### config.mk
export PLATFORM = sky130hd
export DESIGN_NAME = pir_zone_alarm
export DESIGN_NICKNAME = d
export VERILOG_FILES = /design/src/rtl/pir_pkg.sv /design/src/rtl/pir_debounce.sv /design/src/rtl/pir_zone_alarm.sv
export SDC_FILE = /design/constraint.sdc
export NUM_CORES = 1
export LEC_CHECK = 0
export CAP_MARGIN = 10
export CORE_ASPECT_RATIO = 0.75
export CORE_MARGIN = 2
export CORE_UTILIZATION = 35
export CTS_BUF_LIST = sky130_fd_sc_hd__clkbuf_8
export DETAILED_ROUTE_END_ITERATION = 12
export SYNTH_ARGS = -nofsm -noshare
export SYNTH_HDL_FRONTEND = slang
export SYNTH_HIERARCHICAL = 1
export SYNTH_SLANG_ARGS = --single-unit
### constraint.sdc
create_clock -name clk -period 2.3 [get_ports clk]
set_input_delay 0.23 -clock clk [delete_from_list [all_inputs] [get_ports clk]]
set_output_delay 0.23 -clock clk [all_outputs]
set_load 0.005 [all_outputs]
### src/rtl/pir_pkg.sv
// Shared definitions for the multi-zone PIR alarm: state encoding and a
// small constant helper used to size the timers.
package pir_pkg;

  typedef enum logic [1:0] {
    DISARMED = 2'd0,
    ARMED    = 2'd1,
    ALARM    = 2'd2,
    HOLDOFF  = 2'd3
  } alarm_state_e;

  function automatic int max_int(input int a, input int b);
    return (a > b) ? a : b;
  endfunction

endpackage

### src/rtl/pir_debounce.sv
// One PIR channel: 2-flop synchroniser followed by a saturating debounce
// counter; confirmed is high once the enabled input has been high long enough.
module pir_debounce #(
  parameter int DEBOUNCE_CYCLES = 4
) (
  input  logic clk,
  input  logic rst_n,
  input  logic raw,
  input  logic en,
  output logic confirmed
);

  localparam int CW = $clog2(DEBOUNCE_CYCLES + 1);
  localparam logic [CW-1:0] CNT_MAX = CW'(DEBOUNCE_CYCLES);

  logic          sync1_q, sync2_q;
  logic [CW-1:0] cnt_q, cnt_d;

  // NOTE: every variable driven here gets a value before any branch, so no latch is inferred.
  always_comb begin
    cnt_d = '0;
    if (sync2_q && en) begin
      cnt_d = (cnt_q == CNT_MAX) ? cnt_q : cnt_q + CW'(1);
    end
  end

  // NOTE: state registers use non-blocking assignment so all flops update from pre-edge values.
  always_ff @(posedge clk or negedge rst_n) begin
    if (!rst_n) begin
      sync1_q <= 1'b0;
      sync2_q <= 1'b0;
      cnt_q   <= '0;
    end else begin
      sync1_q <= raw;
      sync2_q <= sync1_q;
      cnt_q   <= cnt_d;
    end
  end

  assign confirmed = (cnt_q == CNT_MAX);

endmodule

### src/rtl/pir_zone_alarm.sv
// Multi-zone PIR alarm controller: per-channel debounce, DISARMED/ARMED/ALARM/
// HOLDOFF sequencing, sticky zone record and saturating alarm-entry counter.
module pir_zone_alarm
  import pir_pkg::*;
#(
  parameter int N_SENSORS       = 3,
  parameter int DEBOUNCE_CYCLES = 4,
  parameter int BUZZ_CYCLES     = 100,
  parameter int HOLDOFF_CYCLES  = 20,
  parameter int CNT_W           = 8
) (
  input  logic                 clk,
  input  logic                 rst_n,
  input  logic                 turn,
  input  logic                 stop_alarm,
  input  logic [N_SENSORS-1:0] pir_sensor,
  input  logic [N_SENSORS-1:0] sensor_mask,
  output logic                 LED,
  output logic                 buzzer,
  output logic [N_SENSORS-1:0] zone,
  output logic [CNT_W-1:0]     event_count,
  output logic [1:0]           alarm_state
);

  localparam int TIMER_W = $clog2(max_int(BUZZ_CYCLES, HOLDOFF_CYCLES) + 1);
  localparam logic [TIMER_W-1:0] BUZZ_LAST = TIMER_W'(BUZZ_CYCLES - 1);
  localparam logic [TIMER_W-1:0] HOLD_LAST = TIMER_W'(HOLDOFF_CYCLES - 1);

  logic [N_SENSORS-1:0] confirmed;

  for (genvar i = 0; i < N_SENSORS; i++) begin : g_chan
    pir_debounce #(.DEBOUNCE_CYCLES(DEBOUNCE_CYCLES)) u_deb (
      .clk       (clk),
      .rst_n     (rst_n),
      .raw       (pir_sensor[i]),
      .en        (sensor_mask[i]),
      .confirmed (confirmed[i])
    );
  end

  alarm_state_e         state_q, state_d;
  logic [TIMER_W-1:0]   timer_q, timer_d;
  logic [N_SENSORS-1:0] zone_q, zone_d;
  logic [CNT_W-1:0]     count_q, count_d;
  logic                 led_q;

  always_comb begin
    state_d = state_q;
    timer_d = timer_q;
    zone_d  = zone_q;
    count_d = count_q;
    case (state_q)
      DISARMED: begin
        timer_d = '0;
        if (turn) begin
          state_d = ARMED;
          zone_d  = '0;
        end
      end
      ARMED: begin
        timer_d = '0;
        if (!turn) begin
          state_d = DISARMED;
        end else if (|confirmed) begin
          state_d = ALARM;
          zone_d  = zone_q | confirmed;
          count_d = (count_q == '1) ? count_q : count_q + CNT_W'(1);
        end
      end
      ALARM: begin
        zone_d  = zone_q | confirmed;
        timer_d = timer_q + TIMER_W'(1);
        // Disarm outranks stop; stop and timeout share a single HOLDOFF entry.
        if (!turn) begin
          state_d = DISARMED;
          timer_d = '0;
        end else if (stop_alarm || timer_q == BUZZ_LAST) begin
          state_d = HOLDOFF;
          timer_d = '0;
        end
      end
      HOLDOFF: begin
        timer_d = timer_q + TIMER_W'(1);
        if (!turn) begin
          state_d = DISARMED;
          timer_d = '0;
        end else if (timer_q == HOLD_LAST) begin
          state_d = ARMED;
          timer_d = '0;
        end
      end
      default: begin
        state_d = DISARMED;
        timer_d = '0;
      end
    endcase
  end

  always_ff @(posedge clk or negedge rst_n) begin
    if (!rst_n) begin
      state_q <= DISARMED;
      timer_q <= '0;
      zone_q  <= '0;
      count_q <= '0;
      led_q   <= 1'b0;
    end else begin
      state_q <= state_d;
      timer_q <= timer_d;
      zone_q  <= zone_d;
      count_q <= count_d;
      led_q   <= (state_d == ALARM);
    end
  end

  assign LED         = led_q;
  assign buzzer      = led_q;
  assign zone        = zone_q;
  assign event_count = count_q;
  assign alarm_state = state_q;

endmodule
==> results.yml <==
routing:
  dr.pass1.iters: 4
  vias: 1283
  drtAntennaViolNets: 0
  drc: 0
  wirelength_mm: 3.25
  via_per_inst: 4.67
  drtIter0Drc: 96
  post_drt_wl_per_cell_um: 11.8
layout:
  syn_to_final_growth_pct: 23.6
  final_core_util_pct: 45.9
  finalInstanceArea_um2: 2300
  final_common_cell: "dfrtp_1"
  nets: 226
  drive_above_1_share_pct: 14.8
  final_cell_mix: "dfrtp_1, clkdlybuf4s50_1, nor2_1"
  antenna_cells: 0
  final_cells: 275
  nFillCells: 482
global_route:
  grt-ovfl-total: 0
  antenna_found_initial: 0
  grt_usage_pct: 12.8
  grt_pass1_vias: 1230
  grt_max_degree: 37
  grt_pass1_wl_mm: 5.81
logic_synthesis:
  ys.warnings.count: 6
  syn_area_um2: 1860
  yosysSeqAreaShare_pct: 48.5
  synth-seq-cells: 36
  syn_inst: 173
  synth_top_area_cell: "dfrtp_1"
  synthTopCellsByArea: "dfrtp_1, ha_1, nor2_1"
  syn_area_per_cell_um2: 10.7
  ys_types: 37
  synth_fp_nets: 197
  netlist.area_leader.share_pct: 48.5
setup_path:
  crit_path_start: "g_chan[0].u_deb/cnt_q[0]"
  arrival_ns: 2.08
  path_class: "reg -> reg"
  cp_top_family: "simple AND/OR/NAND/NOR gates"
  worstReg2RegEnd: "LED"
  rrSetupSlack_ns: 0.37
  crit_path_end_kind: "register"
  worstPathMaxFanout: 6
  crit_end: "LED"
  worst-path-buf-inv: 1
  worstPathRequired_ns: 2.46
  crit_slowest_cell: "dfrtp_1"
  path_depth: 7
  cpPeakStageDelay_ns: 0.40
  r2r-start: "g_chan[0].u_deb/cnt_q[0]"
  worstRegToRegCells: 7
  path_cells: "inv_1 -> ha_1 -> and2_2 -> nor4b_2 -> nor4_1 -> a311oi_2 -> nor3_1"
  critPathLaunchType: "register"
sta:
  finalMaxSlewViolations: 0
  fin_crit_sh_pct: 83.7
  tns_ns: 0
  finalSetupViolCount: 0
  timing.final.crit_period_ns: 1.93
  maxSlewHeadroom_pct: 45.8
  setup_slack_ns: 0.374
  clock_skew_ns: 0.00853
  fmax_mhz: 519
  rsz0062_at_grt: "false"
  tightest_slew_ns: 0.813
  finalHoldViolations: 0
placed_design:
  dpl.hpwl_mm: 2.26
  dpl.cell_count: 267
  pre_cts_ws_ns: 0.380
  gp_congestion: 0.738
  dpl_cell_area_um2: 2170
  portBuffers: 24
floorplanning:
  placementRows: 22
  io_pins: 25
  die_area_um2: 5910
  dieHeight_um: 67.1
  fp.dieW_um: 88.1
  core_um2: 5010
  initial_utilization_pct: 37.1
clock_tree:
  ctsHoldBuffers: 0
  cts_root_buffer: "clkbuf_8"
  cts_sinks: 36
  tritoncts: "done"
  htree_num_levels: 2
  cts_buffers: 5
  post_cts_buffers: 0
  cts-resized-gates: 0
  clock_path_buffers: 2
  cts.reportedPaths.clkPinSlew_ns: 0.07
  clk_latency_ns: 0.29
power_and_ir_drop:
  ir_drop_mv: 0.275
  leakage_nw: 1.02
  p_per_area_nw_per_um2: 663
outcome:
  status: "completed"
hold_path:
  hold_path.class: "in -> async"
job:
  drv_cap: 0
## worst register-to-register path, cell delays in order (launching register included)
cell and delay [ns]:
dfrtp_1 0.40, inv_1 0.06, ha_1 0.25, and2_2 0.24, nor4b_2 0.38, nor4_1 0.10
a311oi_2 0.29, nor3_1 0.08
## sequential cells by signal, indices dropped and copies added, names as in the netlist
register              flops
LED                       1
alarm_state               2
event_count               8
g_chan.u_deb/cnt_q        9
g_chan.u_deb/sync1_q      3
g_chan.u_deb/sync2_q      3
timer_q                   7
zone                      3
## power by group
part / leakage, nW / switching (mW) / internal, mW
registers: 0.479 / 0.0301 / 0.656
logic: 0.472 / 0.118 / 0.110
clock network: 0.0645 / 0.226 / 0.383
## synthesized netlist by cell type, drive strengths merged
| cell type | count |
|---|---|
| and4 | 1 |
| nand3 | 14 |
| a211oi | 1 |
| a21bo | 3 |
| and3 | 1 |
| nand4 | 3 |
| a311oi | 3 |
| nor4 | 3 |
| xnor2 | 5 |
| clkbuf | 1 |
| nor4b | 1 |
| a31oi | 1 |
| mux2 | 2 |
| nor3 | 8 |
| xor2 | 5 |
| o21a | 1 |
| nor2b | 1 |
| nand2 | 7 |
| nor3b | 1 |
| a21o | 3 |
| o21ai | 2 |
| ha | 14 |
| o21ba | 1 |
| and2 | 4 |
| and3b | 3 |
| dfrtp | 36 |
| a32oi | 1 |
| nor2 | 21 |
| o311a | 1 |
| buf | 1 |
| a21oi | 11 |
| inv | 13 |
## metrics by stage
| step | hold slack [ns] | total power, mW |
|---|---|---|
| floorplan | -0.0656 | 0.839 |
| global placement | 0.332 | 0.925 |
| detailed placement | 0.335 | 0.929 |
| CTS | 0.0628 | 1.55 |
| global route | 0.103 | 1.62 |
| finish | 0.0298 | 1.52 |
## worst min-delay path by stage
| stage | start | endpoint | cells past startpoint | slack (ns) |
|---|---|---|---|---|
| 2_1_floorplan | rst_n | LED | 0 | -0.07 |
| 3_3_place_gp | g_chan[2].u_deb/sync1_q | g_chan[2].u_deb/sync2_q | 0 | 0.33 |
| 3_5_place_dp | g_chan[2].u_deb/sync1_q | g_chan[2].u_deb/sync2_q | 0 | 0.33 |
| 4_1_cts | rst_n | timer_q[1] | 1 | 0.06 |
| 5_1_grt | rst_n | timer_q[1] | 1 | 0.10 |
| 6_report | rst_n | timer_q[1] | 1 | 0.03 |
## area by class of cell
class,count,area (um2),area share (%)
sequential,36,901,39.2
timing repair buffer,24,235,10.2
clock inverter,1,30.0,1.31
multi-input combinational,122,896,39.0
tap,72,90.1,3.92
clock buffer,7,96.3,4.19
inverter,13,48.8,2.12
## metal layers
layer | GRT usage (%) | routed length [um] | vias to the layer above
met5 | 0 | 0 | -
li1 | - | - | 662
met2 | 17.0 | 1230 | 21
met3 | 3.72 | 119 | 5
met1 | 19.4 | 1850 | 595
met4 | 4.55 | 40 | 0
## cells by family (layout without fill, tap and decap cells)
group / Yosys count / in the layout / share of synthesized area [%]
muxes: 2 / 2 / 1.21
xor gates and xnor gates: 10 / 10 / 4.71
adders and majority gates: 14 / 14 / 9.43
and+or+nand+nor: 68 / 68 / 20.7
AOI/OAI and AO/OA: 28 / 28 / 12.2
DFF: 36 / 36 / 48.5
buffers and inverters: 15 / 45 / 3.30
Note: power is estimated with default switching activity, not from simulation.
